--- src/rtl/mopshub_pkg.sv ---
// Shared definitions for the mopshub 16:1 round-robin arbiter.
// Holds the channel count, select width, idle select value and arbiter state encoding.
package mopshub_pkg;

  localparam int unsigned NUM_CH = 16;
  localparam int unsigned CH_W   = 4;
  localparam int unsigned SEL_W  = 5;
  localparam int unsigned CNT_W  = 16;

  // Any select value >= NUM_CH parks a downstream 1:16 demux on its default value.
  localparam logic [SEL_W-1:0] PARK_SEL_DEFAULT = 5'h10;

  typedef enum logic [1:0] {
    ST_IDLE     = 2'd0,
    ST_GRANT    = 2'd1,
    ST_WAIT_ACK = 2'd2,
    ST_RELEASE  = 2'd3
  } arb_state_e;

  function automatic logic [CH_W-1:0] rr_next_ptr(input logic [CH_W-1:0] idx);
    return idx + CH_W'(1);
  endfunction

endpackage

--- src/rtl/rr_prio_find16.sv ---
// Round-robin priority search: first set request bit at or above ptr, wrapping 15 -> 0.
// Purely combinational.
module rr_prio_find16
  import mopshub_pkg::*;
(
  input  logic [NUM_CH-1:0] req,
  input  logic [CH_W-1:0]   ptr,
  output logic [CH_W-1:0]   idx,
  output logic              found
);

  logic [CH_W-1:0] cand [NUM_CH];

  // cand[i] is the channel at distance i from the pointer; the add wraps modulo 16.
  for (genvar i = 0; i < NUM_CH; i++) begin : g_cand
    assign cand[i] = ptr + CH_W'(i);
  end

  always_comb begin
    // NOTE: defaults first so every path assigns idx/found and no latch is inferred.
    idx   = '0;
    found = 1'b0;
    // Walk from the farthest candidate down so the nearest requester is written last.
    for (int i = int'(NUM_CH) - 1; i >= 0; i--) begin
      if (req[cand[i]]) begin
        idx   = cand[i];
        found = 1'b1;
      end
    end
  end

endmodule

--- src/rtl/mux16_1bit_rr_arbiter.sv ---
// 16-channel 1-bit round-robin arbitrated mux with ack handshake and grant timeout.
// PARK_SEL must be >= 16 so the idle select falls outside the channel range.
module mux16_1bit_rr_arbiter
  import mopshub_pkg::*;
#(
  parameter int unsigned      TIMEOUT_CYCLES = 1000,
  parameter logic [SEL_W-1:0] PARK_SEL       = PARK_SEL_DEFAULT
) (
  input  logic              clk,
  input  logic              rst,
  input  logic              enable,
  input  logic              def_value,
  input  logic [NUM_CH-1:0] req_in,
  input  logic [NUM_CH-1:0] data_in,
  input  logic              ack_in,
  output logic [SEL_W-1:0]  sel,
  output logic              output_port,
  output logic              grant,
  output logic              busy,
  output logic              timeout_err
);

  localparam logic [CNT_W-1:0] CNT_LAST = CNT_W'(TIMEOUT_CYCLES - 1);

  arb_state_e       state_q;
  logic [SEL_W-1:0] sel_q;
  logic [CH_W-1:0]  rr_ptr_q;
  logic [CNT_W-1:0] cnt_q;
  logic             grant_q;
  logic             busy_q;
  logic             armed_q;

  logic [CH_W-1:0]  win_idx;
  logic             win_found;
  logic             timeout_hit;

  rr_prio_find16 u_prio (
    .req   (req_in),
    .ptr   (rr_ptr_q),
    .idx   (win_idx),
    .found (win_found)
  );

  assign timeout_hit = (state_q == ST_WAIT_ACK) && (cnt_q == CNT_LAST);

  always_ff @(posedge clk or posedge rst) begin
    if (rst) begin
      state_q  <= ST_IDLE;
      sel_q    <= PARK_SEL;
      rr_ptr_q <= '0;
      cnt_q    <= '0;
      grant_q  <= 1'b0;
      busy_q   <= 1'b0;
      armed_q  <= 1'b0;
    end else begin
      // NOTE: non-blocking throughout so every branch sees the pre-edge register values.
      grant_q <= 1'b0;
      // The first edge after reset release only arms the arbiter; grants start one edge later.
      armed_q <= 1'b1;
      case (state_q)
        ST_IDLE: begin
          if (armed_q && enable && win_found) begin
            sel_q   <= SEL_W'(win_idx);
            grant_q <= 1'b1;
            busy_q  <= 1'b1;
            state_q <= ST_GRANT;
          end
        end
        ST_GRANT: begin
          cnt_q   <= '0;
          state_q <= ST_WAIT_ACK;
        end
        ST_WAIT_ACK: begin
          // Ack takes priority over a timeout landing in the same cycle.
          if (ack_in || timeout_hit) begin
            state_q <= ST_RELEASE;
          end else begin
            cnt_q <= cnt_q + CNT_W'(1);
          end
        end
        ST_RELEASE: begin
          rr_ptr_q <= rr_next_ptr(sel_q[CH_W-1:0]);
          sel_q    <= PARK_SEL;
          busy_q   <= 1'b0;
          state_q  <= ST_IDLE;
        end
        default: begin
          state_q <= ST_IDLE;
        end
      endcase
    end
  end

  assign sel   = sel_q;
  assign grant = grant_q;
  assign busy  = busy_q;

  // Decoded from state so the pulse lands in the last WAIT_ACK cycle and an ack in that cycle masks it.
  assign timeout_err = timeout_hit && !ack_in;

  assign output_port = (sel_q < SEL_W'(NUM_CH)) ? data_in[sel_q[CH_W-1:0]] : def_value;

endmodule

--- config.mk ---
export PLATFORM = sky130hd
export DESIGN_NAME = mux16_1bit_rr_arbiter
export DESIGN_NICKNAME = d
export VERILOG_FILES = /design/src/rtl/mopshub_pkg.sv /design/src/rtl/rr_prio_find16.sv /design/src/rtl/mux16_1bit_rr_arbiter.sv
export SDC_FILE = /design/constraint.sdc
export NUM_CORES = 1
export LEC_CHECK = 0
export BUFFER_PORTS_ARGS = -buffer_cell sky130_fd_sc_hd__buf_2
export CAP_MARGIN = 5
export CORE_ASPECT_RATIO = 1.75
export CORE_MARGIN = 4
export CORE_UTILIZATION = 50
export CTS_BUF_LIST = sky130_fd_sc_hd__clkbuf_4
export CTS_CLUSTER_SIZE = 16
export DETAILED_ROUTE_END_ITERATION = 10
export PLACE_DENSITY = 0.71
export REMOVE_ABC_BUFFERS = 1
export SYNTH_ARGS = -nofsm -noshare
export SYNTH_HDL_FRONTEND = slang
export SYNTH_SLANG_ARGS = --single-unit
--- constraint.sdc ---
create_clock -name clk -period 5.5 [get_ports clk]
set_input_delay 0.825 -clock clk [delete_from_list [all_inputs] [get_ports clk]]
set_output_delay 0.825 -clock clk [all_outputs]
set_load 0.005 [all_outputs]
==> impl_metrics.env <==
export IMPL_clockBufferDepth=2
export IMPL_die_y_um=126
export IMPL_synthTopCellsByArea="mux4_2, dfrtp_1, mux2i_1, ha_1, nor2_1"
export IMPL_cts_buffers=5
export IMPL_finalClockSkew_ns=0.0110
export IMPL_cp_max_fo=30
export IMPL_crit_path_end_kind="register"
export IMPL_synth_top_area_share_pct=19.9
export IMPL_slew_headroom_pct=29.0
export IMPL_synth_seq_cells=30
export IMPL_setup_viol=0
export IMPL_async_reset_ff_share_pct=100
export IMPL_cts_resized=0
export IMPL_maxCapViolations=0
export IMPL_routed_wl_mm=12.4
export IMPL_cts_tree="done"
export IMPL_worstHoldPathType="register to register"
export IMPL_initial_core_util_pct=51.7
export IMPL_yosys_area_top_type="mux4_2"
export IMPL_overflow=0
export IMPL_synth_cell_types=63
export IMPL_status="finished, final reports clean"
export IMPL_clkTransAtPathRegs_ns=0.11
export IMPL_final_cell_mix="buf_2, nor2_1, mux4_2"
export IMPL_ant_nets=0
export IMPL_layout_nets=518
export IMPL_cts_hold_buf=0
export IMPL_syn_instance_count=431
export IMPL_r2r_end="sel[2]"
export IMPL_ios=46
export IMPL_antenna_found_initial=0
export IMPL_min_period_over_period_pct=82.2
export IMPL_post_cts_setup_buffers=0
export IMPL_p_total_uw=2980
export IMPL_layout_cells_most_common="buf_2"
export IMPL_multiInputGateArea_sq_mm=0.00306
export IMPL_hold_violations=0
export IMPL_r2r_slack_ns=0.98
export IMPL_clk_root_buffer_cell="clkbuf_4"
export IMPL_fin_util_pct=56.0
export IMPL_rr_startpoint="rr_ptr_q[1]"
export IMPL_post_place_cells=548
export IMPL_setup_tns_ns=0
export IMPL_grt_max_degree=31
export IMPL_fin_crit_ns=4.52
export IMPL_critPathLaunchType="register"
export IMPL_vdd_drop_max_mv=0.321
export IMPL_synth_flop_cell="dfrtp_1"
export IMPL_antenna_cells=0
export IMPL_seq_area_sq_um=752
export IMPL_wl_per_cell_um=22.4
export IMPL_hold_path_depth=1
export IMPL_vias=3831
export IMPL_die_w_um=75.4
export IMPL_ys_seq_area_share_pct=18.9
export IMPL_hpwl_mm=9.39
export IMPL_dr_first_iter_drc_count=372
export IMPL_syn_avg_cell_area_sq_um=9.21
export IMPL_holdPathEnd="cnt_q[7]"
export IMPL_drc=0
export IMPL_finalMaxSlewViolations=0
export IMPL_fp_dieArea_sq_mm=0.00948
export IMPL_holdWs_ns=0.493
export IMPL_final_cells=556
export IMPL_cp_required_ns=5.78
export IMPL_cts_htree_levels=2
export IMPL_worst_pin_slew_ns=1.06
export IMPL_max_freq_mhz=221
export IMPL_power_density_mw_per_mm2=693
export IMPL_p_leak_uw=0.00174
export IMPL_gp_congestion=1.00
export IMPL_arrival_ns=4.80
export IMPL_netlist_area_sq_mm=0.00397
export IMPL_synth_edf_count=0
export IMPL_yosysWarnings=0
export IMPL_cts_sinks=30
export IMPL_nFillCells=676
export IMPL_rows=42
export IMPL_path_class="register to register"
export IMPL_grtUsageTotal_pct=27.2
export IMPL_port_buffer_count=45
export IMPL_post_drt_via_cell_ratio=6.89
export IMPL_insertion_delay_ns=0.34
export IMPL_core_sq_mm=0.00767
export IMPL_grt_pass1_vias=3843
export IMPL_synthToLayoutAreaGrowth_pct=8.32
export IMPL_r2r_cells=11
export IMPL_drt_pre_antenna_iters=6
export IMPL_hp_start="cnt_q[7]"
export IMPL_rsz0062_at_grt="false"
export IMPL_drive_gt1_share_pct=23.1
export IMPL_grt_first_pass_wirelength_mm=20.0
## cell usage after synthesis, types with 3 or more instances
library cell and number:
a21oi_1 25, nand2b_1 5, inv_1 12, dfrtp_1 29, nand4_1 3, mux2i_1 30
nand2_1 25, a22oi_1 5, o22ai_1 4, clkbuf_1 11, o221ai_1 3, or3_1 7
mux4_2 35, mux2_2 8, a21o_1 3, xor2_1 11, o21ai_0 27, nor3_1 16
and2_1 7, nand3_1 12, ha_1 14, nor2_1 42, xnor2_1 10, a211oi_1 4
nor2b_1 6, a2111oi_0 9, o211ai_1 7, buf_2 8, nor3b_1 4, o31ai_1 8
## per-stage QoR
| step | area [sq um] | worst slack, ns |
|---|---|---|
| final | 4300 | 0.980 |
| after global placement | 4250 | 1.21 |
| after global routing | 4300 | 0.699 |
| after floorplan | 3860 | 0.940 |
| after CTS | 4300 | 1.01 |
| after detailed placement | 4250 | 1.05 |
## layout make-up
| class | count | share of cell area [%] |
|---|---|---|
| multi-input cells | 366 | 71.3 |
| flip-flops and latches | 30 | 17.5 |
| repair buffers | 51 | 6.29 |
| well taps | 88 | 2.56 |
| inverters | 13 | 1.14 |
| clock buffers | 5 | 0.873 |
| clock inverters | 3 | 0.378 |
## where the power goes
part / internal, uW / switching [uW] / leakage, uW
Sequential: 267 / 42.2 / 0.000394
Clock: 47.5 / 83.6 / 0.0000286
Combinational: 983 / 1560 / 0.00132
## state kept, by name, summed over array words and instances (netlist names)
signal	count
state_q	2
armed_q	1
cnt_q	16
busy	1
rr_ptr_q	4
grant	1
sel	5
## how the worst max path moves through the flow
stage,from,to,depth (start not counted)
floorplan,rr_ptr_q[1],sel[2],9
global placement,rr_ptr_q[1],sel[2],11
detailed placement,rr_ptr_q[1],sel[2],11
CTS,rr_ptr_q[1],sel[2],11
global route,rr_ptr_q[1],sel[0],12
finish,rr_ptr_q[1],sel[2],11
## cells by family after synthesis
kind of cell | Yosys count | synth area share, %
adder cells (fa/ha/maj) | 14 | 4.41
buffers and inverters | 35 | 3.85
AO/OA/AOI/OAI | 118 | 20.2
other | 1 | 0.0945
multiplexers | 75 | 30.9
AND/OR/NAND/NOR | 137 | 16.9
flip-flops | 30 | 18.9
XOR/XNOR | 21 | 4.63
## routing by layer
layer	vias to the layer above	global-route usage, %	wire length (um)
met3	40	2.71	513
met5	-	0	0
met4	0	13.1	616
met1	1875	31.5	4500
met2	156	48.1	6820
li1	1760	-	-
## critical path: stages (launching register included)
cell	delay, ns
dfrtp_1	0.34
buf_4	0.32
clkinv_1	0.11
buf_4	0.20
ha_1	1.00
mux4_1	0.50
mux4_2	0.61
a2111o_1	0.43
o41a_1	0.48
mux2i_4	0.24
a22oi_1	0.13
nand2_1	0.10
Note: power is estimated with default switching activity, not from simulation.
